[src/rtl/fetch_pkg.sv]
// Shared types and constants for mem_byte_fetcher.
//   state_e    : fetch sequencer states
//   FS_*       : function-select codes of the downstream 32-bit register
//   norm_count : maps a raw 3-bit byte count onto 1..4
package fetch_pkg;

  typedef enum logic [1:0] {
    StIdle = 2'd0,
    StReq  = 2'd1,
    StCap  = 2'd2,
    StDone = 2'd3
  } state_e;

  localparam logic [2:0] FS_LOAD8  = 3'b100;  // load low byte, zero upper bytes
  localparam logic [2:0] FS_SHL8   = 3'b110;  // shift left 8, insert low byte
  localparam logic [2:0] FS_LOAD32 = 3'b010;  // full 32-bit load

  // 0 and 5..7 are treated as a full word.
  function automatic logic [2:0] norm_count(input logic [2:0] n);
    return ((n == 3'd0) || (n > 3'd4)) ? 3'd4 : n;
  endfunction

endpackage

[src/rtl/word_assembler.sv]
// Holds the assembled 32-bit word for mem_byte_fetcher.
//   clk_i, rst_ni : clock, async active-low reset (word resets to 0)
//   clear_i       : zero the word (takes priority over capture)
//   cap_i         : capture byte_i
//   byte_i        : captured byte
//   idx_i         : byte index within the fetch (0 = first byte)
//   word_o        : assembled word
// FETCH_LITTLE_ENDIAN_EN selects indexed insert (first byte least significant);
// otherwise each byte is shifted in from the right (first byte most significant).
module word_assembler (
  input  logic        clk_i,
  input  logic        rst_ni,
  input  logic        clear_i,
  input  logic        cap_i,
  input  logic [7:0]  byte_i,
  input  logic [1:0]  idx_i,
  output logic [31:0] word_o
);

  logic [31:0] word_q, word_d;

  always_comb begin
    word_d = word_q;
    if (clear_i) begin
      word_d = '0;
    end else if (cap_i) begin
`ifdef FETCH_LITTLE_ENDIAN_EN
      unique case (idx_i)
        2'd0: word_d[7:0]   = byte_i;
        2'd1: word_d[15:8]  = byte_i;
        2'd2: word_d[23:16] = byte_i;
        2'd3: word_d[31:24] = byte_i;
        default: word_d = word_q;
      endcase
`else
      word_d = {word_q[23:0], byte_i};
`endif
    end
  end

`ifndef FETCH_LITTLE_ENDIAN_EN
  // Shift mode does not need the byte position.
  logic unused_idx;
  assign unused_idx = ^idx_i;
`endif

  always_ff @(posedge clk_i or negedge rst_ni) begin
    if (!rst_ni) begin
      word_q <= '0;
    end else begin
      word_q <= word_d;
    end
  end

  assign word_o = word_q;

endmodule

[src/rtl/mem_byte_fetcher.sv]
// Fetches 1..4 consecutive bytes from a byte-wide synchronous memory and
// assembles them into a 32-bit word, driving a downstream 32-bit register.
//   Clock, Reset        : rising-edge clock, async active-low reset
//   Start               : request a fetch (honoured only when idle)
//   BaseAddr, NumBytes  : first byte address and byte count (0/5..7 -> 4)
//   MemAddr, MemRd      : memory request (MemAddr is 0 when not reading)
//   MemData             : read data, valid the cycle after MemRd
//   RegE/RegFunSel/RegI : downstream register controls
//   Word                : local copy of the assembled word
//   Busy, Done          : fetch in progress / one-cycle completion pulse
// Build option FETCH_LITTLE_ENDIAN_EN: first byte least significant and the
// downstream register receives one full load in the DONE cycle.
module mem_byte_fetcher
  import fetch_pkg::*;
#(
  parameter int unsigned ADDR_W = 16
) (
  input  logic              Clock,
  input  logic              Reset,
  input  logic              Start,
  input  logic [ADDR_W-1:0] BaseAddr,
  input  logic [2:0]        NumBytes,
  output logic [ADDR_W-1:0] MemAddr,
  output logic              MemRd,
  input  logic [7:0]        MemData,
  output logic              RegE,
  output logic [2:0]        RegFunSel,
  output logic [31:0]       RegI,
  output logic [31:0]       Word,
  output logic              Busy,
  output logic              Done
);

  state_e            state_q, state_d;
  logic              start_q;
  logic [ADDR_W-1:0] base_q;
  logic [2:0]        num_q;
  logic [ADDR_W-1:0] addr_q, addr_d;
  logic [2:0]        rem_q, rem_d;
  logic [1:0]        idx_q, idx_d;
  logic              clear, cap;

  // Start and its operands pass through an input register before IDLE acts on
  // them; this gives the 2N+1 Start-to-Done latency and lets a Start seen in
  // the DONE cycle launch the next fetch.
  always_ff @(posedge Clock or negedge Reset) begin
    if (!Reset) begin
      start_q <= 1'b0;
      base_q  <= '0;
      num_q   <= '0;
      state_q <= StIdle;
      addr_q  <= '0;
      rem_q   <= '0;
      idx_q   <= '0;
    end else begin
      start_q <= Start;
      base_q  <= BaseAddr;
      num_q   <= NumBytes;
      state_q <= state_d;
      addr_q  <= addr_d;
      rem_q   <= rem_d;
      idx_q   <= idx_d;
    end
  end

  always_comb begin
    state_d = state_q;
    addr_d  = addr_q;
    rem_d   = rem_q;
    idx_d   = idx_q;
    clear   = 1'b0;
    cap     = 1'b0;
    unique case (state_q)
      StIdle: begin
        if (start_q) begin
          addr_d  = base_q;
          rem_d   = norm_count(num_q);
          idx_d   = 2'd0;
          clear   = 1'b1;
          state_d = StReq;
        end
      end
      StReq: state_d = StCap;
      StCap: begin
        cap     = 1'b1;
        rem_d   = rem_q - 3'd1;
        addr_d  = addr_q + 1'b1;  // wraps modulo 2^ADDR_W
        idx_d   = idx_q + 2'd1;
        state_d = (rem_q == 3'd1) ? StDone : StReq;
      end
      StDone: state_d = StIdle;
      default: state_d = StIdle;
    endcase
  end

  word_assembler u_word_assembler (
    .clk_i   (Clock),
    .rst_ni  (Reset),
    .clear_i (clear),
    .cap_i   (cap),
    .byte_i  (MemData),
    .idx_i   (idx_q),
    .word_o  (Word)
  );

  always_comb begin
    MemRd     = (state_q == StReq);
    MemAddr   = MemRd ? addr_q : '0;
    Busy      = (state_q == StReq) || (state_q == StCap);
    Done      = (state_q == StDone);
    RegE      = 1'b0;
    RegFunSel = 3'b000;
    RegI      = 32'h0;
`ifdef FETCH_LITTLE_ENDIAN_EN
    if (state_q == StDone) begin
      RegE      = 1'b1;
      RegFunSel = FS_LOAD32;
      RegI      = Word;
    end
`else
    // Downstream register builds the word in place, mirroring Word.
    if (state_q == StCap) begin
      RegE      = 1'b1;
      RegFunSel = (idx_q == 2'd0) ? FS_LOAD8 : FS_SHL8;
      RegI      = {24'h0, MemData};
    end
`endif
  end

endmodule

[config.mk]
export PLATFORM = sky130hd
export DESIGN_NAME = mem_byte_fetcher
export DESIGN_NICKNAME = d
export VERILOG_FILES = /design/src/rtl/fetch_pkg.sv /design/src/rtl/word_assembler.sv /design/src/rtl/mem_byte_fetcher.sv
export SDC_FILE = /design/constraint.sdc
export NUM_CORES = 1
export LEC_CHECK = 0
export ABC_AREA = 1
export CORE_MARGIN = 2
export CORE_UTILIZATION = 50
export CTS_CLUSTER_SIZE = 40
export DETAILED_ROUTE_END_ITERATION = 7
export HOLD_SLACK_MARGIN = 0.08
export PLACE_DENSITY = 0.89
export SETUP_SLACK_MARGIN = 0.3
export SKIP_CTS_REPAIR_TIMING = 1
export SLEW_MARGIN = 20
export SYNTH_ARGS = -nofsm -noshare
export SYNTH_HDL_FRONTEND = slang
export SYNTH_SLANG_ARGS = --single-unit
[constraint.sdc]
create_clock -name Clock -period 4.62 [get_ports Clock]
set_input_delay 0.924 -clock Clock [delete_from_list [all_inputs] [get_ports Clock]]
set_output_delay 0.924 -clock Clock [all_outputs]
set_load 0.005 [all_outputs]
==> results of run 1 <==
synthesized netlist by cell type, types with 3 or more instances:
cell	count	area [sq um]
nand3_1	29	145
a31oi_1	3	18.8
buf_2	7	35.0
clkbuf_1	7	26.3
o21ai_1	4	20.0
nand4_1	6	37.5
o21ai_0	44	220
dfrtp_1	75	1880
nor2_1	49	184
ha_1	10	125
nor2_2	6	37.5
a21oi_1	27	135
nand2_1	85	319
inv_1	57	214
buf_4	27	203
power groups by stage:
stage | Sequential [W] | Clock (W) | Combinational (W)
final | 0.00109 | 0.000442 | 0.00142
after global routing | 0.00112 | 0.000479 | 0.00158
after CTS | 0.00109 | 0.000452 | 0.00142
after detailed placement | 0.00110 | 0 | 0.00140
after global placement | 0.00109 | 0 | 0.00135
after floorplan | 0.00105 | 0 | 0.000813
cell type report:
cell class	instances	area (sq um)	area share
clock buffers	14	163	0.0345
multi-input cells	295	1400	0.296
well taps	99	124	0.0263
repair buffers	93	923	0.196
inverters	59	221	0.0470
clock inverters	2	10.0	0.00212
flip-flops and latches	75	1880	0.398
state kept, by name, summed over array words and instances, names as in the netlist:
name	flops
num_q	3
state_q	2
idx_q	2
start_q	1
addr_q	16
base_q	16
u_word_assembler.word_o	32
rem_q	3
how the worst max path moves through the flow:
stage          depth (start not counted)  slack [ps]          end              startpoint
6_report                               6        1250      RegI[6]  state_q[0]$_DFFE_PN0P_
5_1_grt                                6        1070      RegI[1]  state_q[0]$_DFFE_PN0P_
4_1_cts                                6        1280      RegI[6]  state_q[0]$_DFFE_PN0P_
3_5_place_dp                           6        1640      RegI[6]  state_q[0]$_DFFE_PN0P_
3_3_place_gp                           4        1690      RegI[0]              MemData[0]
2_1_floorplan                          6        2400  MemAddr[10]  state_q[1]$_DFFE_PN0P_
worst min-delay path, cell delays in order, from the launching register on:
cell     delay (ps)
dfrtp_1         330
o21ai_0          70
a21oi_1         110
per-stage QoR:
stage                     setup slack [ps]  total power, W
after floorplan                       2400         0.00187
after global placement                1690         0.00244
after detailed placement              1640         0.00250
after CTS                             1280         0.00296
after global routing                  1070         0.00318
final                                 1250         0.00296
kinds of logic after synthesis:
family / share of synthesized area
DFF: 0.508
buffers and inverters: 0.139
other: 0.00102
adders and majority gates: 0.0339
and+or+nand+nor: 0.203
AOI/OAI and AO/OA: 0.115
metal layers:
metal  share of wire  GRT usage  up-vias
met5               0          0        -
met3           0.051     0.0369       23
li1                -          -     1546
met1            0.43      0.282     1527
met4           0.031      0.108        0
met2            0.49      0.353      130
==> results.ini, run 1 <==
[die]
coreArea_sq_um=7210
initial_utilization=0.512
rows=31
die_x_um=89.9
die_h_um=89.9
io_pins=117
die_area_sq_um=8090

[timing]
fin_crit_ps=3370
setup_viol=0
worst_pin_slew_ps=681
period_share=0.729
max_slew_margin=0.546
drv_slew=0
hold_viol_final=0
rsz0062_at_grt=false
finalSetupTns_ps=0
fmax_mhz=297
hold-worst-slack_ps=546
fin_skew_ps=8.45

[placed_design]
dp_cells=621
hpwlAfterDp_um=6070
port_buffers=91
place_congestion=0.838
dpl-instance-area_sq_um=4540

[power]
p_int_w=0.00176
powerDensity_nw_per_um2=627
p_clk_frac=0.150
swShare=0.404
p_switching_w=0.00119
p_seq_frac=0.370
ir_drop_mv=0.277
p_comb_frac=0.480
leakage_nw=2.31

[final_layout]
fillCellCount=576
nNetsFinal=573
num_antenna_cells=0
stdcell_count=637
area_growth_pct=27.7
drive_gt1_frac=0.0520
final_area_sq_um=4710
layout_commonest_cell=clkdlybuf4s50_1
fin_util=0.653
final_cell_mix=clkdlybuf4s50_1, nand2_1, dfrtp_1

[global_routing]
antenna_found_initial=0
grt_max_degree=75
grt_pass1_vias=3018
overflow=0
grtUsageTotal=0.217
grt_pass1_wl_um=14200

[clocking]
cts_buffers=9
clock_sinks=75
path_clk_slew_ps=70
clk_path_buf_depth=2
htreeDepth=3
root_buffer=clkbuf_8
tritoncts=built
clk_latency_ps=340

[drt]
drt-initial-drc-count=366
drc=0
via_per_inst=5.06
wl_per_cell_um=13.6
ant_nets=0
finalWirelength_um=8670
vias=3226
drt_pass1_iterations=4

[synthesis]
synth_cell_types=25
synth_area_sq_um=3690
synth_area_per_cell_sq_um=8.22
yosysWarnings=0
synth_top_flop_cell=dfrtp_1
ys_ff_latch=75
ys_seq_area_frac=0.508
postSynthCellCount=449
synth_edf_count=0
async_flop_share=1.00

[run]
cap_violations=0

[worst_setup_path]
rr_endpoint=addr_q[4]$_DFFE_PN0P_
r2r_setup_slack_ps=2310
arrival_ps=2440
crit_path_max_fanout=74
cp_slowest_cell=buf_4
required_ps=3700
startpoint_type=flop
critical_path_buf_inv_count=4
cp_top_family=buffers and inverters
r2r_cells=7
crit_top_cell=inv_1
path_class=flop to primary output
endpoint_kind=primary output
rr_startpoint=state_q[0]$_DFFE_PN0P_
cpPeakStageDelay_ps=550
crit_chain=inv_1 > ha_2 > buf_4 > nand2_1 > inv_1 > clkdlybuf4s50_1

[run_status]
status=complete, no violations

[min_path]
min_from=base_q[8]$_DFF_PN0_
hold_path.class=flop to flop
whs_path_depth=2
min_to=addr_q[8]$_DFFE_PN0P_

Note: power is estimated with default switching activity, not from simulation.
==> run 2: changes to the inputs <==
- CORE_UTILIZATION: 50 -> 42
- PLACE_DENSITY: 0.89 -> 0.8
- clock period: 4.62 -> 3 ns (I/O delays scaled with it)
==> results.ini, run 2 (synthesized netlist as in run 1, its figures left out) <==
[final_layout]
final_cell_mix=clkdlybuf4s50_1, nand2_1, dfrtp_1
fillCellCount=758
num_antenna_cells=0
largest_reg_flops=32
final_area_sq_um=4830
area_growth_pct=30.7
fin_util=0.559
layout_commonest_cell=clkdlybuf4s50_1
nNetsFinal=578
drive_gt1_frac=0.0646

[placed_design]
port_buffers=91
hpwlAfterDp_um=6210
dp_slack_ps=432
dpl-instance-area_sq_um=4590
place_congestion=0.875

[worst_setup_path]
endpoint_kind=primary output
path_class=flop to primary output
crit_path_max_fanout=13
required_ps=2400
arrival_ps=2020
startpoint_type=flop

[timing]
max_slew_margin=0.611
fin_skew_ps=8.91
hold-worst-slack_ps=247
period_share=0.875
hold_viol_final=0
finalSetupTns_ps=0
fmax_mhz=381
fin_crit_ps=2620
finalWorstSetupSlack_ps=375
rsz0062_at_grt=false
drv_slew=0
setup_viol=0
worst_pin_slew_ps=582

[global_routing]
grt_pass1_vias=2919
grt_max_degree=53
overflow=0
grtUsageTotal=0.182
antenna_found_initial=0
grt_pass1_wl_um=14200

[power]
leakage_nw=2.36
powerDensity_nw_per_um2=987
ir_drop_mv=0.452

[drt]
wl_per_cell_um=13.2
via_per_inst=4.85
finalWirelength_um=8610
drt-initial-drc-count=256
drt_pass1_iterations=5
ant_nets=0
vias=3154
drc=0

[die]
io_pins=117
die_x_um=97.8
die_h_um=97.8
coreArea_sq_um=8640
rows=34
die_area_sq_um=9560
initial_utilization=0.428

[clocking]
path_clk_slew_ps=80
cts_buffers=9
tritoncts=built
clock_sinks=75
root_buffer=clkbuf_8
clk_latency_ps=350
htreeDepth=3
clk_path_buf_depth=2

[run_status]
status=complete, no violations

[run]
cap_violations=0

[min_path]
hold_path.class=primary input to async pin

[run 2: worst paths after layout]
kind,start,endpoint,slack (ps),depth (start not counted)
max reg2reg,state_q[0]$_DFFE_PN0P_,addr_q[5]$_DFFE_PN0P_,750,8
min in group Clock,rem_q[1]$_DFFE_PN0P_,rem_q[1]$_DFFE_PN0P_,540,2
min reg2reg,rem_q[1]$_DFFE_PN0P_,rem_q[1]$_DFFE_PN0P_,540,2
min,Reset,u_word_assembler.word_o[14]$_DFFE_PN0P_,250,1
max,state_q[0]$_DFFE_PN0P_,RegFunSel[1],380,5
max in group asynchronous,Reset,idx_q[0]$_DFFE_PN0P_,2080,2
[run 2: per-stage QoR]
step / cells / power [W]
4_1_cts: 649 / 0.00475
2_1_floorplan: 473 / 0.00287
3_3_place_gp: 634 / 0.00381
5_1_grt: 650 / 0.00513
3_5_place_dp: 634 / 0.00390
6_report: 650 / 0.00476
[run 2: layout make-up]
class	count	area [sq um]	area share
clock buffer	10	138	0.0285
multi-input combinational	295	1410	0.291
timing repair buffer	98	971	0.201
inverter	59	221	0.0459
clock inverter	5	77.6	0.0161
sequential	75	1880	0.389
tap	108	135	0.0280
[run 2: worst max-delay path, cell delays in order (launching register included)]
cell and delay (ps):
dfrtp_1 430, inv_1 160, ha_4 260, inv_2 140, nor2_1 130, clkdlybuf4s50_1 570
[run 2: where the power goes]
group          internal [W]  switching [W]
logic               0.00105        0.00119
registers           0.00136       0.000315
clock network      0.000483       0.000361
[run 2: per-layer routing]
layer / vias up / wire [um] / global-route usage
met5: - / 0 / 0
met3: 11 / 499 / 0.0222
met1: 1472 / 3960 / 0.265
li1: 1547 / - / -
met2: 124 / 4010 / 0.282
met4: 0 / 149 / 0.0694
